===== config.mk =====
export PLATFORM = sky130hd
export DESIGN_NAME = gate_sweep_ctrl_flat
export DESIGN_NICKNAME = d
export VERILOG_FILES = /design/src/rtl/gate_sweep_ctrl_if.sv /design/src/rtl/gate_sweep_ctrl.sv /design/src/flat_wrapper.sv
export SDC_FILE = /design/constraint.sdc
export NUM_CORES = 1
export LEC_CHECK = 0
export CELL_PAD_IN_SITES_DETAIL_PLACEMENT = 0
export CELL_PAD_IN_SITES_GLOBAL_PLACEMENT = 1
export CORE_MARGIN = 2
export CORE_UTILIZATION = 30
export DETAILED_ROUTE_END_ITERATION = 7
export GPL_TIMING_DRIVEN = 1
export PLACE_DENSITY = 0.63
export SYNTH_ARGS = -nofsm -noshare
export SYNTH_HDL_FRONTEND = slang
export SYNTH_SLANG_ARGS = --single-unit

===== constraint.sdc =====
create_clock -name clk -period 2.2 [get_ports clk]
set_input_delay 0.22 -clock clk [delete_from_list [all_inputs] [get_ports clk]]
set_output_delay 0.22 -clock clk [all_outputs]
set_load 0.1 [all_outputs]

===== src/rtl/gate_sweep_ctrl_if.sv =====
`default_nettype none
// +----------------------------------------------------------------------------+
// | Module      : gate_sweep_ctrl_if                                           |
// | Description : Bundles the control, gate-drive and result signals of        |
// |               gate_sweep_ctrl. The slave modport is the sequencer view.    |
// |               The master modport is the bench and gate view.               |
// | Signals     : start, abort, y_in      -> sequencer                         |
// |               x_out, busy, vec_valid, vec_idx, vec_ok, done, pass,         |
// |               fail_cnt, fail_idx, y_log <- sequencer                       |
// | Revision    : 1.0 - initial release                                        |
// +----------------------------------------------------------------------------+
interface gate_sweep_ctrl_if #(
   parameter int N_IN = 3
);
   logic                 start;
   logic                 abort;
   logic                 y_in;
   logic [N_IN-1:0]      x_out;
   logic                 busy;
   logic                 vec_valid;
   logic [N_IN-1:0]      vec_idx;
   logic                 vec_ok;
   logic                 done;
   logic                 pass;
   logic [N_IN:0]        fail_cnt;
   logic [N_IN-1:0]      fail_idx;
   logic [2**N_IN-1:0]   y_log;

   modport slave (
      input  start, abort, y_in,
      output x_out, busy, vec_valid, vec_idx, vec_ok, done, pass,
             fail_cnt, fail_idx, y_log
   );

   modport master (
      output start, abort, y_in,
      input  x_out, busy, vec_valid, vec_idx, vec_ok, done, pass,
             fail_cnt, fail_idx, y_log
   );
endinterface
`default_nettype wire


===== src/rtl/gate_sweep_ctrl.sv =====
`default_nettype none
// +----------------------------------------------------------------------------+
// | Module      : gate_sweep_ctrl                                              |
// | Description : Exhaustive sweep sequencer for an N_IN-input gate under      |
// |               test. It drives every input vector in turn and holds each    |
// |               one for SETTLE_CYC cycles. It then samples the synchronised  |
// |               gate output, compares it with TRUTH and accumulates the      |
// |               per-sweep result.                                            |
// | Ports       : clk, rst (async, active-high)                                |
// |               sweep.start/abort    - sweep control                         |
// |               sweep.y_in           - gate output (asynchronous)            |
// |               sweep.x_out          - registered gate input drive           |
// |               sweep.busy/done/pass - sweep status                          |
// |               sweep.vec_*          - per-vector result strobe              |
// |               sweep.fail_cnt/fail_idx/y_log - accumulated results          |
// | Revision    : 1.0 - initial release                                        |
// +----------------------------------------------------------------------------+
module gate_sweep_ctrl #(
   parameter int                  N_IN       = 3,
   parameter int                  SETTLE_CYC = 5,
   parameter logic [2**N_IN-1:0]  TRUTH      = 8'h80
) (
   input  wire logic          clk,
   input  wire logic          rst,
   gate_sweep_ctrl_if.slave   sweep
);

   localparam int              c_NUM_VEC  = 2**N_IN;
   localparam int              c_CNT_W    = $clog2(SETTLE_CYC + 1);
   localparam logic [N_IN-1:0] c_LAST_IDX = {N_IN{1'b1}};

   typedef enum logic [1:0] {
      ST_IDLE   = 2'd0,
      ST_SETTLE = 2'd1,
      ST_SAMPLE = 2'd2,
      ST_DONE   = 2'd3
   } state_t;

   state_t                 state_q,     state_d;
   logic [N_IN-1:0]        idx_q,       idx_d;
   logic [c_CNT_W-1:0]     cnt_q,       cnt_d;
   logic [N_IN-1:0]        x_q,         x_d;
   logic                   busy_q,      busy_d;
   logic                   vec_valid_q, vec_valid_d;
   logic [N_IN-1:0]        vec_idx_q,   vec_idx_d;
   logic                   vec_ok_q,    vec_ok_d;
   logic                   done_q,      done_d;
   logic                   pass_q,      pass_d;
   logic [N_IN:0]          fail_cnt_q,  fail_cnt_d;
   logic [N_IN-1:0]        fail_idx_q,  fail_idx_d;
   logic [c_NUM_VEC-1:0]   y_log_q,     y_log_d;
   logic [1:0]             ysync_q;

   logic                   w_y_s;
   logic                   w_mismatch;

   // Two-flop synchroniser for the asynchronous gate output.
   always_ff @(posedge clk or posedge rst) begin
      if (rst) begin
         ysync_q <= 2'b00;
      end else begin
         ysync_q <= {ysync_q[0], sweep.y_in};
      end
   end

   assign w_y_s = ysync_q[1];
   // Case inequality so that an X or Z on the gate output is a mismatch.
   assign w_mismatch = (w_y_s !== TRUTH[idx_q]);

   always_ff @(posedge clk or posedge rst) begin
      if (rst) begin
         state_q     <= ST_IDLE;
         idx_q       <= '0;
         cnt_q       <= '0;
         x_q         <= '0;
         busy_q      <= 1'b0;
         vec_valid_q <= 1'b0;
         vec_idx_q   <= '0;
         vec_ok_q    <= 1'b0;
         done_q      <= 1'b0;
         pass_q      <= 1'b0;
         fail_cnt_q  <= '0;
         fail_idx_q  <= '0;
         y_log_q     <= '0;
      end else begin
         state_q     <= state_d;
         idx_q       <= idx_d;
         cnt_q       <= cnt_d;
         x_q         <= x_d;
         busy_q      <= busy_d;
         vec_valid_q <= vec_valid_d;
         vec_idx_q   <= vec_idx_d;
         vec_ok_q    <= vec_ok_d;
         done_q      <= done_d;
         pass_q      <= pass_d;
         fail_cnt_q  <= fail_cnt_d;
         fail_idx_q  <= fail_idx_d;
         y_log_q     <= y_log_d;
      end
   end

   always_comb begin
      state_d     = state_q;
      idx_d       = idx_q;
      cnt_d       = cnt_q;
      x_d         = x_q;
      busy_d      = busy_q;
      vec_valid_d = 1'b0;
      vec_idx_d   = vec_idx_q;
      vec_ok_d    = vec_ok_q;
      done_d      = 1'b0;
      pass_d      = pass_q;
      fail_cnt_d  = fail_cnt_q;
      fail_idx_d  = fail_idx_q;
      y_log_d     = y_log_q;

      case (state_q)
         ST_IDLE: begin
            x_d    = '0;
            busy_d = 1'b0;
            // Results of the previous sweep stay visible until a new start.
            if (sweep.start && !sweep.abort) begin
               state_d    = ST_SETTLE;
               idx_d      = '0;
               cnt_d      = '0;
               busy_d     = 1'b1;
               pass_d     = 1'b0;
               fail_cnt_d = '0;
               fail_idx_d = '0;
               y_log_d    = '0;
            end
         end

         ST_SETTLE: begin
            if (cnt_q == c_CNT_W'(SETTLE_CYC - 1)) begin
               state_d = ST_SAMPLE;
            end else begin
               cnt_d = cnt_q + 1'b1;
            end
         end

         ST_SAMPLE: begin
            y_log_d[idx_q] = w_y_s;
            vec_valid_d    = 1'b1;
            vec_idx_d      = idx_q;
            vec_ok_d       = !w_mismatch;
            if (w_mismatch) begin
               fail_cnt_d = fail_cnt_q + 1'b1;
               if (fail_cnt_q == '0) begin
                  fail_idx_d = idx_q;
               end
            end
            if (idx_q == c_LAST_IDX) begin
               // x_out keeps the last vector through DONE.
               state_d = ST_DONE;
               busy_d  = 1'b0;
               done_d  = 1'b1;
               pass_d  = (fail_cnt_d == '0);
            end else begin
               state_d = ST_SETTLE;
               idx_d   = idx_q + 1'b1;
               x_d     = idx_q + 1'b1;
               cnt_d   = '0;
            end
         end

         ST_DONE: begin
            state_d = ST_IDLE;
            x_d     = '0;
         end

         default: begin
            state_d = ST_IDLE;
            x_d     = '0;
            busy_d  = 1'b0;
         end
      endcase

      // Abort wins over every other action, including the sample update,
      // so the partial results reflect only vectors completed before it.
      if (sweep.abort && (state_q != ST_IDLE)) begin
         state_d     = ST_IDLE;
         idx_d       = idx_q;
         cnt_d       = '0;
         x_d         = '0;
         busy_d      = 1'b0;
         vec_valid_d = 1'b0;
         vec_idx_d   = vec_idx_q;
         vec_ok_d    = vec_ok_q;
         done_d      = 1'b0;
         pass_d      = 1'b0;
         fail_cnt_d  = fail_cnt_q;
         fail_idx_d  = fail_idx_q;
         y_log_d     = y_log_q;
      end
   end

   assign sweep.x_out     = x_q;
   assign sweep.busy      = busy_q;
   assign sweep.vec_valid = vec_valid_q;
   assign sweep.vec_idx   = vec_idx_q;
   assign sweep.vec_ok    = vec_ok_q;
   assign sweep.done      = done_q;
   assign sweep.pass      = pass_q;
   assign sweep.fail_cnt  = fail_cnt_q;
   assign sweep.fail_idx  = fail_idx_q;
   assign sweep.y_log     = y_log_q;

endmodule
`default_nettype wire

===== src/flat_wrapper.sv =====
// flat-port wrapper written by rule: the top's interface ports become plain ports
module gate_sweep_ctrl_flat 
#(
   parameter int                  N_IN       = 3,
   parameter int                  SETTLE_CYC = 5,
   parameter logic [2**N_IN-1:0]  TRUTH      = 8'h80
)
  (clk, rst, sweep_start, sweep_abort, sweep_y_in, sweep_x_out, sweep_busy, sweep_vec_valid, sweep_vec_idx, sweep_vec_ok, sweep_done, sweep_pass, sweep_fail_cnt, sweep_fail_idx, sweep_y_log);
  gate_sweep_ctrl_if #(.N_IN(N_IN)) sweep_i ();
  input  wire logic clk;
  input  wire logic rst;
  input wire logic [$bits(sweep_i.start)-1:0] sweep_start;
  input wire logic [$bits(sweep_i.abort)-1:0] sweep_abort;
  input wire logic [$bits(sweep_i.y_in)-1:0] sweep_y_in;
  output wire logic [$bits(sweep_i.x_out)-1:0] sweep_x_out;
  output wire logic [$bits(sweep_i.busy)-1:0] sweep_busy;
  output wire logic [$bits(sweep_i.vec_valid)-1:0] sweep_vec_valid;
  output wire logic [$bits(sweep_i.vec_idx)-1:0] sweep_vec_idx;
  output wire logic [$bits(sweep_i.vec_ok)-1:0] sweep_vec_ok;
  output wire logic [$bits(sweep_i.done)-1:0] sweep_done;
  output wire logic [$bits(sweep_i.pass)-1:0] sweep_pass;
  output wire logic [$bits(sweep_i.fail_cnt)-1:0] sweep_fail_cnt;
  output wire logic [$bits(sweep_i.fail_idx)-1:0] sweep_fail_idx;
  output wire logic [$bits(sweep_i.y_log)-1:0] sweep_y_log;
  assign sweep_i.start = sweep_start;
  assign sweep_i.abort = sweep_abort;
  assign sweep_i.y_in = sweep_y_in;
  assign sweep_x_out = sweep_i.x_out;
  assign sweep_busy = sweep_i.busy;
  assign sweep_vec_valid = sweep_i.vec_valid;
  assign sweep_vec_idx = sweep_i.vec_idx;
  assign sweep_vec_ok = sweep_i.vec_ok;
  assign sweep_done = sweep_i.done;
  assign sweep_pass = sweep_i.pass;
  assign sweep_fail_cnt = sweep_i.fail_cnt;
  assign sweep_fail_idx = sweep_i.fail_idx;
  assign sweep_y_log = sweep_i.y_log;
  gate_sweep_ctrl #(.N_IN(N_IN), .SETTLE_CYC(SETTLE_CYC), .TRUTH(TRUTH)) u_core (.clk(clk), .rst(rst), .sweep(sweep_i));
endmodule

==> results.toml <==
[setup_path]
cp_data_required_time_ns = 2.39
crit_type = "register to register"
timing.critical_path.to_type = "register"
start_kind = "register"
path_max_fanout = 9
arrival_ns = 2.11

[global_routing]
grt_max_degree = 37
grt_usage_pct = 13.3
antenna_found_initial = 0
grt_pass1_vias = 1485
grt_pass1_wl_mm = 7.50
grt-ovfl-total = 0

[timing]
fmax_mhz = 522
final_hold_viol_count = 0
tns_ns = 0
rsz0062_at_grt = "no"
finalClockSkew_ns = 0.00803
fin_crit_sh_pct = 87.0
worstMarginPinSlew_ns = 0.470
max_slew_margin_pct = 68.6
min_period_ns = 1.92
holdWs_ns = 0.338
setup_viol = 0
drv_slew = 0

[routing]
wl_per_cell_um = 14.9
ant_nets = 0
drt-pass1-iter-count = 4
via_per_inst = 5.03
drc_errors = 0
vias = 1540
drtIter0Drc = 83
wl_mm = 4.56

[power]
switching_power_mw = 1.58
p_sw_share_pct = 51.4
power_density_nw_per_um2 = 1300
seq_power_share_pct = 28.9
p_int_mw = 1.49
clkPwrFrac_pct = 15.5
fin_total_pwr_mw = 3.07
p_leak_nw = 1.10
combPwrFrac_pct = 55.6
peakVddDrop_mv = 0.658

[clock_tree]
cts_sinks = 36
clk_pin_slew_worst_paths_ns = 0.08
post_cts_buffers = 0
cts_root_buf = "clkbuf_8"
htreeDepth = 2
cts-buffers-inserted = 5
cts_buffer_depth = 2
cts_tree = "built"
clk_latency_ns = 0.29

[yosys]
synth_edf_count = 0
yosysWarningCount = 0
ys_seq_elements = 36
async_flop_share_pct = 100
ys_types = 43
syn_avg_cell_area_sq_um = 10.0
syn_inst = 189
yosysSeqAreaShare_pct = 47.5
yosysTopAreaCellShare_pct = 47.5
netlist_area_sq_um = 1900
syn-num-nets = 204
ys.flop_type = "dfrtp_1"
yosys-top-cells-area = "dfrtp_1 (47%), ha_1 (6.6%), o21ai_0 (6.6%)"
yosys.area.top_type = "dfrtp_1"

[die]
fp.dieW_um = 83.5
die-area_sq_um = 6980
rows = 28
initial_utilization_pct = 31.5
io_pins = 31
die_y_um = 83.5
core_sq_um = 6030

[finish]
finalNetCount = 245
diodes = 0
stdcell_count = 306
drive_above_1_share_pct = 23.8
area_delta_synth_final_pct = 24.5
final_core_util_pct = 39.2

[placed_design]
port_buffers = 30
place_congestion = 0.726
hpwl_mm = 3.31
place_inst = 298

[run]
max_cap_viol_count = 0

[worst_hold_path]
hold_path.class = "input pin to async pin"

[status]
status = "finished clean"
-- critical path, cell delays in order (launching register included) --
cell,delay [ns]
dfrtp_1,0.40
inv_1,0.12
ha_2,0.31
inv_4,0.11
nor3_4,0.39
nand3b_1,0.23
o31ai_1,0.25
-- synth_stat cells, types with 2 or more instances --
| cell type | n |
|---|---|
| a21o_1 | 2 |
| a21oi_1 | 7 |
| a22o_1 | 5 |
| a31oi_1 | 4 |
| a32o_1 | 3 |
| a41oi_1 | 2 |
| buf_4 | 2 |
| clkbuf_1 | 4 |
| dfrtp_1 | 36 |
| ha_1 | 10 |
| inv_1 | 13 |
| mux2_2 | 2 |
| nand2_1 | 18 |
| nand2b_1 | 6 |
| nand3_1 | 6 |
| nand3b_1 | 3 |
| nor2_1 | 7 |
| nor2b_1 | 3 |
| nor3_1 | 3 |
| o21a_1 | 3 |
| o21ai_0 | 25 |
| o31ai_1 | 3 |
| xnor2_1 | 2 |
-- cells in the final DEF, fill, tap and decap left out, drive strengths merged, types with 4 or more instances in the layout --
cell type / instances
a22o: 5
inv: 15
ha: 10
buf: 36
nand3: 7
o21ai: 25
nand2b: 6
dfrtp: 36
nor3: 4
nand2: 18
a31oi: 4
a21oi: 7
clkdlybuf4s50: 4
clkbuf: 5
nor2: 7
-- final timing paths --
path | from | end | slack, ns | cells after the start
min | rst | u_core.idx_q[1] | 0.34 | 3
max in group asynchronous | rst | u_core.sweep.fail_cnt[1] | 1.54 | 3
min in group clk | u_core.ysync_q[0] | u_core.ysync_q[1] | 0.35 | 0
max | u_core.state_q[0] | u_core.sweep.y_log[0] | 0.28 | 6
min reg2reg | u_core.ysync_q[0] | u_core.ysync_q[1] | 0.35 | 0
max reg2reg | u_core.state_q[0] | u_core.sweep.y_log[0] | 0.28 | 6
-- logic make-up (layout without fill, tap and decap cells) --
kind of cell	count (synthesis)	after routing	share of synthesized area, %
compound gates	62	62	21.2
buf+inv	21	63	4.68
mux	3	3	1.71
fa+ha+maj	10	10	6.59
flops	36	36	47.5
xor+xnor	4	4	2.24
simple gates	53	53	16.2
-- per-stage QoR --
stage / area [sq um] / worst slack (ns)
floorplan: 1900 / 0.253
global placement: 2270 / 0.103
detailed placement: 2270 / 0.151
CTS: 2360 / 0.136
global route: 2360 / 0.123
finish: 2360 / 0.285
-- flip-flops by register name, summed over array words and instances, names as in the netlist --
| register | cells |
|---|---|
| u_core.sweep.y_log | 8 |
| u_core.sweep.fail_cnt | 4 |
| u_core.cnt_q | 3 |
| u_core.idx_q | 3 |
| u_core.sweep.fail_idx | 3 |
| u_core.sweep.vec_idx | 3 |
| u_core.sweep.x_out | 3 |
| u_core.state_q | 2 |
| u_core.ysync_q | 2 |
| u_core.sweep.busy | 1 |
| u_core.sweep.done | 1 |
| u_core.sweep.pass | 1 |
| u_core.sweep.vec_ok | 1 |
| u_core.sweep.vec_valid | 1 |
-- final cells by class --
type	count	area, sq um
Sequential cell	36	901
Clock inverter	3	18.8
Fill cell	624	3660
Inverter	15	58.8
Timing Repair Buffer	40	310
Multi-Input combinational cell	132	911
Tap cell	75	93.8
Clock buffer	5	68.8
-- layer usage --
metal / share of wire (%) / track usage [%] / vias up / routed length, um
met5: 0 / 0 / - / 0
met4: 0.94 / 3.96 / 0 / 43
met3: 6.7 / 3.56 / 4 / 306
met2: 44 / 19.7 / 51 / 2030
met1: 48 / 19.1 / 723 / 2180
li1: - / - / 762 / -
-- power by group through the flow --
stage	registers (mW)	clock network (mW)	logic (mW)
6_report	0.886	0.476	1.71
5_1_grt	0.905	0.527	1.82
4_1_cts	0.887	0.492	1.71
3_5_place_dp	0.899	0	1.70
3_3_place_gp	0.902	0	1.70
2_1_floorplan	1.50	0	0.693
-- repair_timing --
| action | in CTS | in global routing |
|---|---|---|
| resized for setup | 0 | 1 |
| hold buffers | 0 | 0 |
| setup endpoints to repair | 0 | 1 |
Power figures use the tool's default switching activity.
